`src/rtl/alu_arbiter.sv`:
```
// Round-robin arbiter that shares one combinational ALU between two requesters.
// Each accepted request runs IDLE -> EXEC -> RESP and yields a registered response.
module alu_arbiter #(
    parameter int unsigned WIDTH = 32
) (
    input  logic             clk,
    input  logic             rst,

    input  logic             ReqValid0,
    output logic             ReqReady0,
    input  logic [2:0]       ReqOp0,
    input  logic [WIDTH-1:0] ReqA0,
    input  logic [WIDTH-1:0] ReqB0,

    input  logic             ReqValid1,
    output logic             ReqReady1,
    input  logic [2:0]       ReqOp1,
    input  logic [WIDTH-1:0] ReqA1,
    input  logic [WIDTH-1:0] ReqB1,

    output logic             RspValid,
    input  logic             RspReady,
    output logic             RspId,
    output logic [WIDTH-1:0] RspResult,
    output logic             RspZero,
    output logic             RspSign,

    output logic [WIDTH-1:0] SrcA,
    output logic [WIDTH-1:0] SrcB,
    output logic [2:0]       ALUControl,
    input  logic [WIDTH-1:0] ALUResult,
    input  logic             ZeroFlag,
    input  logic             SignFlag
);

    typedef enum logic [1:0] {StIdle, StExec, StResp} state_e;

    state_e           state_q;
    logic             last_grant_q;
    logic [2:0]       op_q;
    logic [WIDTH-1:0] a_q;
    logic [WIDTH-1:0] b_q;
    logic             rsp_valid_q;
    logic             rsp_id_q;
    logic [WIDTH-1:0] rsp_result_q;
    logic             rsp_zero_q;
    logic             rsp_sign_q;

    logic grant0;
    logic grant1;

    // Grants already include ReqValid, so a grant is the request handshake itself.
    always_comb begin
        grant0 = 1'b0;
        grant1 = 1'b0;
        if (rst && state_q == StIdle) begin
            if (ReqValid0 && ReqValid1) begin
                grant0 = last_grant_q;
                grant1 = ~last_grant_q;
            end else begin
                grant0 = ReqValid0;
                grant1 = ReqValid1;
            end
        end
    end

    assign ReqReady0 = grant0;
    assign ReqReady1 = grant1;

    always_ff @(posedge clk or negedge rst) begin
        if (!rst) begin
            state_q      <= StIdle;
            last_grant_q <= 1'b1;
            op_q         <= 3'b000;
            a_q          <= '0;
            b_q          <= '0;
            rsp_valid_q  <= 1'b0;
            rsp_id_q     <= 1'b0;
            rsp_result_q <= '0;
            rsp_zero_q   <= 1'b0;
            rsp_sign_q   <= 1'b0;
        end else begin
            case (state_q)
                StIdle: begin
                    if (grant0) begin
                        op_q         <= ReqOp0;
                        a_q          <= ReqA0;
                        b_q          <= ReqB0;
                        last_grant_q <= 1'b0;
                        rsp_id_q     <= 1'b0;
                        state_q      <= StExec;
                    end else if (grant1) begin
                        op_q         <= ReqOp1;
                        a_q          <= ReqA1;
                        b_q          <= ReqB1;
                        last_grant_q <= 1'b1;
                        rsp_id_q     <= 1'b1;
                        state_q      <= StExec;
                    end
                end
                StExec: begin
                    rsp_result_q <= ALUResult;
                    rsp_zero_q   <= ZeroFlag;
                    rsp_sign_q   <= SignFlag;
                    rsp_valid_q  <= 1'b1;
                    state_q      <= StResp;
                end
                StResp: begin
                    if (RspReady) begin
                        rsp_valid_q <= 1'b0;
                        state_q     <= StIdle;
                    end
                end
                default: state_q <= StIdle;
            endcase
        end
    end

    // Operand registers persist after the response so the ALU inputs stay quiet in IDLE.
    assign SrcA       = a_q;
    assign SrcB       = b_q;
    assign ALUControl = op_q;

    assign RspValid   = rsp_valid_q;
    assign RspId      = rsp_id_q;
    assign RspResult  = rsp_result_q;
    assign RspZero    = rsp_zero_q;
    assign RspSign    = rsp_sign_q;

endmodule

```
`config.mk`:
```
export PLATFORM = sky130hd
export DESIGN_NAME = alu_arbiter
export DESIGN_NICKNAME = d
export VERILOG_FILES = /design/src/rtl/alu_arbiter.sv
export SDC_FILE = /design/constraint.sdc
export NUM_CORES = 1
export LEC_CHECK = 0
export ABC_AREA = 0
export BUFFER_PORTS_ARGS = -buffer_cell sky130_fd_sc_hd__buf_2
export CORE_UTILIZATION = 46
export DETAILED_ROUTE_END_ITERATION = 10
export PLACE_DENSITY = 0.83
export SYNTH_ARGS = -nofsm -noshare
export SYNTH_HDL_FRONTEND = slang
export SYNTH_SLANG_ARGS = --single-unit
```
`constraint.sdc`:
```
create_clock -name clk -period 2.92 [get_ports clk]
set_clock_uncertainty 0.1 [all_clocks]
set_input_delay 0.876 -clock clk [delete_from_list [all_inputs] [get_ports clk]]
set_output_delay 0.876 -clock clk [all_outputs]
set_load 0.01 [all_outputs]
```
==> summary.txt <==
Status
  – Status: complete, no violations

Route
  – Pre-Repair DR Iteration Count: 5
  – DR iter-0 viols: 471
  – Routed wire per std cell: 18.58 µm
  – DR vias/cell: 6.038
  – Routed vias: 5277
  – Final ANT Viol Nets: 0
  – Drt drc: 0
  – Drt total wl: 16240 µm

Final layout
  – Multi-input combinational cell area: 2277 µm²
  – Sequential cell area: 2654 µm²
  – Final cell count without fillers: 874
  – Area Overhead vs Synth: 31.96%
  – Inserted Diodes: 0
  – Nets: 902
  – Share of cells above drive strength 1: 50.27%
  – Fill cell count: 903
  – Final Cell Area: 6933 µm²

Placed design
  – Pre-CTS WS: 202.9 ps
  – # port buffers: 277
  – Hpwl dp: 10810 µm
  – DP Cell Count: 858
  – GP Congestion: 0.7982
  – Post-DP Area: 6629 µm²

Logic synthesis
  – Number of flops mapped to enable cells by yosys: 0
  – Most frequent cell after synthesis: dfrtp_1
  – Sequential area share after synthesis: 50.51%
  – Syn_area_per_cell: 10.51 µm²
  – Ys flop type: dfrtp_1
  – Synth area leader: dfrtp_1
  – Synth area leaders: dfrtp_1, a31oi_1, nand4_1
  – Synthesized instance count: 500
  – Cell variety after synth: 25
  – Top cell type's share of synthesized area: 50.01%
  – Number of synthesized register bits: 106
  – Async S/R FF share, synth: 100.0%
  – Cell Area, Synth: 5254 µm²
  – Synth warnings: 0
  – Synth top cells by count: dfrtp_1, a21oi_1, a31oi_1, nand4_1, o31ai_1
  – Mapped Nets: 673

Timing
  – Fmax: 0.3692 GHz
  – Tightest Pin Transition: 934.6 ps
  – Fin crit share: 92.76%
  – Unrepaired setup endpoints after global routing: false
  – Fin Setup TNS: 0 ps
  – Final max-slew violation count: 0
  – Final min period: 2709 ps
  – Max transition margin: 37.69%
  – Final hold violations: 0
  – Setup WS post-layout: 211.4 ps
  – # setup viols final: 0

Critical path
  – Critical path endpoint category: output pin
  – Critical path startpoint: rst
  – Critical Path RT: 1940 ps
  – WP data arrival: 1730 ps
  – R2r setup slk: 840 ps
  – Worst R2R Start: state_q[1]$_DFFE_PN0P_
  – WS Path Type: in2out
  – Critical-path maximum fanout: 8
  – Startpoint class of the critical path: input pin

Clock tree
  – Post-CTS Repair Setup Buffers: 0
  – Worst-path clk slew: 70 ps
  – CTS sink cnt: 106
  – Latest clock arrival within the worst-skew pair: 330 ps
  – Cts bufs inserted: 9
  – CTS tree: yes
  – CTS Root Cell: clkbuf_16
  – Hold-fix buffers at CTS: 0
  – Clock Tree Buf Depth: 2
  – Htree depth: 3
  – CTS resizes: 0

Hold path
  – Worst hold path class: in2async

Die
  – Core Box Area: 10980 µm²
  – Initial cell density of the core: 47.84%
  – I/O pins: 278
  – FP Rows: 38
  – Die width: 108.9 µm
  – Full die area: 11850 µm²
  – Die H: 108.9 µm

Power
  – Power, Total: 6.323 mW
  – Power Dens Cells: 912.0 nW/µm²
  – Max rail drop VDD: 0.0004477 V
  – Leak: 3.049 nW

GRT
  – Initial antenna violation count: 0
  – Gr ovfl total: 0
  – Largest net degree at the start of global routing: 96
  – GRT Util Overall: 26.65%
  – Vias in the first global route: 4909
  – First-pass GRT wire length: 24450 µm

Run
  – Max-Cap Viols: 0
metrics by stage:
| step | utilization (%) | hold WS (ps) |
|---|---|---|
| final | 63.12 | 241.1 |
| after global routing | 63.12 | 243.3 |
| after CTS | 63.12 | 231.7 |
| after detailed placement | 60.36 | 371.3 |
| after global placement | 60.36 | 360.2 |
| after floorplan | - | 390.3 |
cell type report:
type,count,area share [%]
clock buffers,10,3.447
flip-flops and latches,106,38.28
clock inverters,6,0.9385
inverters,3,0.1624
multi-input cells,319,32.85
well taps,140,2.527
repair buffers,290,21.80
routing by layer:
| layer | track usage (%) | vias to the layer above | routed length [µm] |
|---|---|---|---|
| met5 | 0 | - | 0 |
| met1 | 32.97 | 2484 | 6327 |
| met2 | 44.97 | 332 | 7853 |
| met4 | 12.45 | 0 | 534 |
| met3 | 4.842 | 42 | 1521 |
| li1 | - | 2419 | - |
flip-flops by register name, indices dropped and copies added, names as in the netlist:
register      count
SrcA             32
RspZero           1
RspValid          1
ALUControl        3
last_grant_q      1
SrcB             32
RspId             1
RspSign           1
state_q           2
RspResult        32
kinds of logic (layout without fill, tap and decap cells):
group / count (synthesis) / after routing / share of synthesized area (%)
multiplexers: 34 / 34 / 7.288
buffers and inverters: 75 / 309 / 6.525
AND/OR/NAND/NOR: 80 / 80 / 9.455
flip-flops: 106 / 106 / 50.51
AO/OA/AOI/OAI: 205 / 205 / 26.22
power by group:
part	total [mW]	internal (mW)	leakage [nW]	switching [mW]
combinational	2.60	1.09	1.71	1.51
clock	1.23	0.691	0.149	0.537
sequential	2.50	2.14	1.19	0.359
layout by cell type, fill, tap and decap left out:
master and count:
a21o_1 2, a21oi_1 69, a31oi_1 67, and3_1 1, buf_12 2, buf_2 276, buf_4 12, bufinv_16 1
clkbuf_16 9, clkbuf_8 1, clkinv_2 2, clkinv_4 1, clkinvlp_4 1, dfrtp_1 105, dfstp_2 1, inv_1 1
inv_2 2, inv_6 1, mux2_2 34, nand2_1 3, nand2b_2 1, nand4_1 67, nor2b_2 1, nor2b_4 1
nor3_1 1, nor3b_1 1, nor3b_2 1, o31ai_1 48, o31ai_2 19, or2_2 2, or3b_4 1
critical path, stage by stage:
cell	delay (ps)
buf_4	130
or3b_4	390
nor3_1	160
buf_2	180
worst paths after layout:
check / end / cells after the start
worst max-delay path: ReqReady0 / 4
worst min-delay path: RspValid$_DFFE_PN0P_ / 1
worst max register to register: SrcB[20]$_DFFE_PN0P_ / 4
worst min register to register: RspId$_DFFE_PN0P_ / 1
max in group asynchronous: SrcA[20]$_DFFE_PN0P_ / 3
min in group clk: RspId$_DFFE_PN0P_ / 1
Note: power is estimated with default switching activity, not from simulation.
